--- config.mk ---
export PLATFORM = sky130hd
export DESIGN_NAME = alu_writeback
export DESIGN_NICKNAME = d
export VERILOG_FILES = /design/src/rtl/alu_wb_pkg.sv /design/src/rtl/alu_wb_fifo.sv /design/src/rtl/alu_writeback.sv
export SDC_FILE = /design/constraint.sdc
export NUM_CORES = 1
export LEC_CHECK = 0
export CORE_UTILIZATION = 50
export DETAILED_ROUTE_END_ITERATION = 8
export GPL_ROUTABILITY_DRIVEN = 0
export GPL_TIMING_DRIVEN = 0
export PLACE_DENSITY = 0.8
export SLEW_MARGIN = 20
export SYNTH_ARGS = -nofsm -noshare
export SYNTH_HDL_FRONTEND = slang
export SYNTH_SLANG_ARGS = --single-unit
--- constraint.sdc ---
create_clock -name clk -period 3.18 [get_ports clk]
set_clock_uncertainty 0.2 [all_clocks]
set_input_delay 0.318 -clock clk [delete_from_list [all_inputs] [get_ports clk]]
set_output_delay 0.318 -clock clk [all_outputs]
set_load 0.02 [all_outputs]
--- src/rtl/alu_wb_pkg.sv ---
// Shared definitions for the ALU writeback queue: sizing defaults, flag bit
// positions and the queue entry layout.
package alu_wb_pkg;

  localparam int DEPTH_DEF = 4;
  localparam int DW_DEF    = 16;

  localparam int FLG_CARRY = 0;
  localparam int FLG_CMP   = 1;
  localparam int FLG_ZERO  = 2;
  localparam int FLG_NEG   = 3;

  typedef logic [3:0] flags_t;

  // Entry layout at the default datapath width; the top mirrors it at DW.
  typedef struct packed {
    logic [DW_DEF-1:0] result;
    flags_t            flags;
  } entry_t;

endpackage

--- src/rtl/alu_wb_fifo.sv ---
// Generic first-word-fall-through queue: a word written at edge N is on
// rd_data in cycle N+1; full/empty come from the registered count only.
module alu_wb_fifo #(
  parameter int DEPTH = 4,
  parameter int W     = 20
) (
  input  logic                     clk,
  input  logic                     rst,
  input  logic                     flush,
  input  logic                     wr_en,
  input  logic [W-1:0]             wr_data,
  input  logic                     rd_en,
  output logic [W-1:0]             rd_data,
  output logic [$clog2(DEPTH):0]   count,
  output logic                     full,
  output logic                     empty
);

  localparam int AW = $clog2(DEPTH);
  localparam logic [AW:0] FULL_CNT = (AW+1)'(DEPTH);

  logic [W-1:0]  mem [DEPTH];
  logic [AW-1:0] wr_ptr;
  logic [AW-1:0] rd_ptr;
  logic          do_wr;
  logic          do_rd;

  assign full  = (count == FULL_CNT);
  assign empty = (count == '0);
  assign do_wr = wr_en && !full;
  assign do_rd = rd_en && !empty;

  // DEPTH is a power of two, so pointers wrap naturally.
  always_ff @(posedge clk) begin
    if (rst || flush) begin
      wr_ptr <= '0;
      rd_ptr <= '0;
      count  <= '0;
    end else begin
      if (do_wr) wr_ptr <= wr_ptr + 1'b1;
      if (do_rd) rd_ptr <= rd_ptr + 1'b1;
      case ({do_wr, do_rd})
        2'b10:   count <= count + 1'b1;
        2'b01:   count <= count - 1'b1;
        default: count <= count;
      endcase
    end
  end

  always_ff @(posedge clk) begin
    if (do_wr) mem[wr_ptr] <= wr_data;
  end

  assign rd_data = mem[rd_ptr];

endmodule

--- src/rtl/alu_writeback.sv ---
// ALU result writeback queue: tags results with flags and buffers them FWFT
// (one-cycle latency); results offered while full are dropped and counted.
module alu_writeback
  import alu_wb_pkg::*;
#(
  parameter int DEPTH = DEPTH_DEF,
  parameter int DW    = DW_DEF
) (
  input  logic                   clk,
  input  logic                   rst,
  input  logic                   in_valid,
  output logic                   in_ready,
  input  logic [DW-1:0]          alu_out,
  input  logic                   carry_out,
  input  logic                   compare,
  input  logic                   flush,
  output logic                   out_valid,
  input  logic                   out_ready,
  output logic [DW-1:0]          out_result,
  output logic [3:0]             out_flags,
  output logic [$clog2(DEPTH):0] count,
  output logic [7:0]             drop_cnt
);

  typedef struct packed {
    logic [DW-1:0] result;
    flags_t        flags;
  } wb_entry_t;

  localparam int EW = $bits(wb_entry_t);

  wb_entry_t     in_entry;
  wb_entry_t     head;
  logic [EW-1:0] head_raw;
  logic          push;
  logic          pop;
  logic          full;
  logic          empty;

  always_comb begin
    in_entry.result           = alu_out;
    in_entry.flags            = '0;
    in_entry.flags[FLG_CARRY] = carry_out;
    in_entry.flags[FLG_CMP]   = compare;
    in_entry.flags[FLG_ZERO]  = (alu_out == '0);
    in_entry.flags[FLG_NEG]   = alu_out[DW-1];
  end

  // Readiness follows the registered occupancy, so a same-cycle pop never
  // opens the input.
  assign in_ready  = !full;
  assign out_valid = !empty;
  assign push      = in_valid && in_ready;
  assign pop       = out_valid && out_ready;

  alu_wb_fifo #(
    .DEPTH (DEPTH),
    .W     (EW)
  ) u_fifo (
    .clk     (clk),
    .rst     (rst),
    .flush   (flush),
    .wr_en   (push),
    .wr_data (in_entry),
    .rd_en   (pop),
    .rd_data (head_raw),
    .count   (count),
    .full    (full),
    .empty   (empty)
  );

  assign head       = wb_entry_t'(head_raw);
  assign out_result = out_valid ? head.result : '0;
  assign out_flags  = out_valid ? head.flags  : '0;

  always_ff @(posedge clk) begin
    if (rst) begin
      drop_cnt <= '0;
    end else if (in_valid && !in_ready && (drop_cnt != 8'hFF)) begin
      drop_cnt <= drop_cnt + 8'd1;
    end
  end

endmodule

Word level (Yosys, flattened, before mapping)
Memories as Yosys holds them, arrays and structs flattened. A register that Yosys moved wholly into a read port is not among the register bits.
Cells that the tools add are included.
{"block": "classes", "n_eq_ne": 4, "add_sub_neg": 5, "reduce_logical": 12, "muxes": 7}
{"cell": "$logic_not 16->1", "n": 1}
{"cell": "$mux 16", "n": 1}
{"cell": "$add 8x1->8 const B", "n": 1}
{"cell": "$ne 8x8->1 const B", "n": 1}
{"cell": "$logic_and 1x1->1", "n": 6}
{"cell": "$pmux 3 s2", "n": 1}
{"cell": "$add 2x1->2 const B", "n": 2}
{"cell": "$mux 2", "n": 2}
{"cell": "$mux 4", "n": 1}
{"cell": "$add 3x1->3 const B", "n": 1}
{"cell": "$eq 3x3->1 const B", "n": 1}
{"cell": "$logic_not 3->1", "n": 1}
{"cell": "$sub 3x1->3 const B", "n": 1}
{"cell": "$eq 2x1->1 const B", "n": 1}
{"cell": "$eq 2x2->1 const B", "n": 1}
{"cell": "$logic_not 1->1", "n": 2}
{"cell": "$mux 1", "n": 2}
{"cell": "$reduce_bool 2->1", "n": 1}
{"cell": "$logic_or 1x1->1", "n": 1}
{"block": "word_totals", "ff_bits": 15, "wordCells": 33, "out_inout_bits": 33, "n_memories": 1, "mem_bits_rw": 80, "input_bits": 23}
{"name": "u_fifo.mem", "words": 4, "word_bits": 20, "read_ports": 1, "rd_clocked_by_memory_dff": 1, "wr": 1, "line_no": "alu_wb_fifo.sv:22", "text": "logic [W-1:0] mem [DEPTH];"}

Depth between registers and ports, before layout
{"block": "logic_depth", "depth_word": 6, "depth_mapped": 9}

Cells and area by module
Synthesis repeated with hierarchy kept, for this count alone.
{"block": "hier_totals", "hier_cells": 235, "hier_area_um2": 3943.8}
{"module": "alu_wb_fifo", "cells_each": 160, "seq_area_each_um2": 2582.5, "area_each_um2": 3363.2, "n_inst": 1}
{"module": "alu_writeback", "cells_each": 75, "seq_area_each_um2": 160.2, "area_each_um2": 580.6, "n_inst": 1}

Worst setup path after synthesis
Ideal clock, no wire load.
{"block": "synth_timing", "path_kind": "register -> register", "start": "register u_fifo.count[2]", "end": "register u_fifo.count[2]", "period_less_slack_ns": 2.661, "required_ns": 2.910, "n_path_buf": 0, "arrival_ns": 2.391, "path_slack_ns": 0.519, "path_stages_with_launch": 10, "path_cell_list": "dfxtp_1 or3b_1 and2_4 inv_2 ha_1 inv_1 fa_1 xor2_1 or3_1 a21oi_1"}
{"block": "synth_via", "elab_chain_len": 6, "word_cells_on_any_way": 14, "cone_classes": "add/sub: 2; eq/ne: 3; mux: 1; reduce/logical: 8"}
{"item": "from (decl)", "line_no": "alu_wb_fifo.sv:14", "text": "output logic [$clog2(DEPTH):0] count,"}
{"item": "from (signal assigned)", "line_no": "alu_wb_fifo.sv:43", "text": "2'b10: count <= count + 1'b1;"}
{"item": "from (signal assigned)", "line_no": "alu_wb_fifo.sv:44", "text": "2'b01: count <= count - 1'b1;"}
{"item": "from (signal assigned)", "line_no": "alu_wb_fifo.sv:45", "text": "default: count <= count;"}
{"item": "$eq 3x3->1 *", "line_no": "alu_wb_fifo.sv:28", "text": "assign full = (count == FULL_CNT);"}
{"item": "$logic_not 1->1 *", "line_no": "alu_writeback.sv:51", "text": "assign in_ready = !full;"}
{"item": "via in_ready", "line_no": "alu_writeback.sv:12", "text": "output logic in_ready,"}
{"item": "$logic_and 1x1->1", "line_no": "alu_writeback.sv:53", "text": "assign push = in_valid && in_ready;"}
{"item": "$logic_and 1x1->1 *", "line_no": "alu_wb_fifo.sv:30", "text": "assign do_wr = wr_en && !full;"}
{"item": "$eq 2x1->1 or $eq 2x2->1 (tied branches)", "line_no": "alu_wb_fifo.sv:42", "text": "case ({do_wr, do_rd})"}
{"item": "$pmux 3 s2 or $reduce_bool 2->1 (tied branches)"}
The timed path passes the listed nets; every way through them passes the cells marked *.
A chain may end at the register's enable or synchronous reset.

==> impl_metrics.csv <==
group,metric,value,unit
sta,tightest_slew,1030,ps
logic_synthesis,synth_cells,219,
logic_synthesis,ys_top_cells_by_area,"edfxtp_1, mux4_2, dfxtp_1, and2_1, ha_1",
cells_and_area,diodes,0,
die,die_y,88.8,microns
placed_design,portBuffers,54,
sta,slew_headroom,31.6,%
cells_and_area,fin_nets,314,
worst_setup_path,crit_path_end_kind,"primary output",
sta,period_needed,2830,ps
logic_synthesis,synthMuxAreaShare,12.2,%
sta,fin_crit_sh,89.1,%
worst_setup_path,cp.required,2660,ps
worst_setup_path,max_stage_delay,530,ps
power,ir_worst_vdd,199,uV
sta,hold_ws,125,ps
die,die_area,7880,sq um
logic_synthesis,seq_area_frac_synth,69.6,%
global_route,grt_overflow_total,0,
placed_design,hpwl,4.17,mm
clocking,cts_setup_buffers,0,
global_route,grt_pass1_vias,2091,
route,routed_wl,6.32,mm
sta,final_max_slew_viol_count,0,
logic_synthesis,synth_top_area_share,60.6,%
worst_setup_path,cp-start-kind,"register",
clocking,root_buffer,"clkbuf_8",
hold_path,hold_path.class,"in -> reg",
sta,fin_tns_setup,0,ps
logic_synthesis,netlist_area,3770,sq um
logic_synthesis,synth.most_common_cell,"edfxtp_1",
logic_synthesis,yosys_register_bits,93,
logic_synthesis,synth_edf_count,76,
worst_setup_path,crit_type,"reg -> out",
die,initial_core_util,51.9,%
clocking,clkLatencyLatePin,340,ps
placed_design,pre_cts_slack,594,ps
global_route,antenna_found_initial,0,
worst_setup_path,cp_max_fo,10,
sta,grt_setup_unrepaired,"false",
route,dr_total_vias,2036,
cells_and_area,stdcell_area,4610,sq um
route,wl_per_cell,16.3,microns
worst_setup_path,r2r_start,"u_fifo.count[2]",
logic_synthesis,synthXorXnorAreaFrac,2.09,%
route,drtIter0Drc,140,
cells_and_area,syn2layout_area_growth,22.4,%
logic_synthesis,yosys.area_share.simple,9.63,%
sta,finalHoldViolations,0,
worst_setup_path,crit_arrival,2320,ps
logic_synthesis,yosys_warnings,0,
logic_synthesis,async_flop_share,0,%
cells_and_area,fill_cells,542,
logic_synthesis,synth-adder-area-share,2.52,%
sta,max_freq,353,MHz
clocking,h-tree-depth,3,
status,outcome,"complete, no violations",
logic_synthesis,synth_common_cells,"edfxtp_1, and2_1, mux4_2",
global_route,grt_pass1_wl,10.2,mm
logic_synthesis,synth_nets,249,
route,postRouteAntennaNets,0,
cells_and_area,seq_area,2620,sq um
die,core,7250,sq um
logic_synthesis,synth.distinct_cells,35,
die,io-pin-count,56,
flow_run,maxCapViolations,0,
route,firstDrtPassIters,4,
worst_setup_path,crit_chain,"clkbuf_2, buf_2, mux4_2, and2_1, clkdlybuf4s50_1",
logic_synthesis,synth_area_leader_cell,"edfxtp_1",
logic_synthesis,synth-compound-area-share,1.89,%
cells_and_area,multiInputGateArea,1070,sq um
clocking,clk_pin_slew_worst_paths,90,ps
route,drt-vias-per-instance,5.25,
clocking,cts_tree,"done",
cells_and_area,drive_above_1_share,14.9,%
power,pwr_density_cell,491,nW/um^2
global_route,grt_max_degree,20,
clocking,post_cts_resize_count,0,
route,drc,0,
power,fin_total_pwr,2.26,mW
power,leakagePower,1.51,nW
global_route,grt_usage,17.9,%
sta,setup_viol,0,
hold_path,worstHoldStart,"rst",
worst_setup_path,cpMaxStageDelayCell,"clkdlybuf4s50_1",
clocking,cts_buffers,9,
worst_setup_path,r2r_setup_slack,570,ps
sta,setup_slack,346,ps
die,rows,31,
logic_synthesis,synth_top_family_by_area,"multiplexers",
clocking,cts_buffer_depth,2,
logic_synthesis,ys.flop_type,"edfxtp_1",
die,die_x,88.8,microns
placed_design,placed_area,4430,sq um
clocking,holdBufCountCts,0,
logic_synthesis,syn_avg_cell_area,17.2,sq um
clocking,cts_sinks,93,
-- sequential cells by signal (all words and copies together), names as in the netlist, named ones only --
register / cells
drop_cnt: 8
u_fifo.count: 3
u_fifo.mem: 76
u_fifo.rd_ptr: 2
u_fifo.wr_ptr: 2
-- critical path: cells and delay by family, from the launching register on --
family                 cells  cell delay, ps
and+or+nand+nor            1             190
DFF                        1             310
muxes                      1             350
buffers and inverters      3            1110
-- per-stage QoR --
stage               instances  utilization [%]
finish                    388             63.6
global route              388             63.6
CTS                       388             63.6
detailed placement        372             61.1
global placement          372             61.1
floorplan                 219                -
-- routing by layer --
metal	track usage [%]	part of all wire, %
met1	22.6	42
met2	30.3	51
met3	3.45	4.2
met4	7.92	2.0
met5	0	0
-- cell families (layout without fill, tap and decap cells) --
kind of cell,after synthesis,count (layout)
XOR/XNOR,9,9
multiplexers,22,22
adder cells (fa/ha/maj),7,7
AND/OR/NAND/NOR,63,63
AO/OA/AOI/OAI,10,10
buffers and inverters,15,85
flip-flops,93,93
-- layout by cell type, fill, tap and decap left out, types with 3 or more instances in the layout --
cell,instances
a21oi_1,4
and2_1,20
and3_1,6
clkbuf_1,5
clkbuf_8,9
clkdlybuf4s50_1,54
dfxtp_1,17
edfxtp_1,76
ha_1,6
inv_1,5
inv_6,3
mux2i_1,3
mux4_2,19
nand2_1,5
nor2_1,14
nor4_1,4
or3_1,3
xor2_1,7
-- layout make-up --
| type | count | area share, % |
|---|---|---|
| flip-flops and latches | 93 | 56.9 |
| multi-input cells | 111 | 23.1 |
| repair buffers | 54 | 11.7 |
| clock buffers | 10 | 2.77 |
| well taps | 99 | 2.69 |
| plain buffers | 9 | 1.19 |
| clock inverters | 6 | 1.14 |
| inverters | 6 | 0.488 |
-- final timing paths --
path,endpoint,depth (start not counted)
setup / recovery,out_result[8],5
hold / removal,drop_cnt[2],2
setup reg to reg,u_fifo.count[2],9
hold reg to reg,u_fifo.wr_ptr[1],2
-- power breakdown --
part	switching (mW)	leakage, nW	internal (mW)
combinational	0.0952	0.597	0.0977
clock	0.420	0.0858	0.298
sequential	0.00905	0.830	1.34
Power figures use the tool's default switching activity.
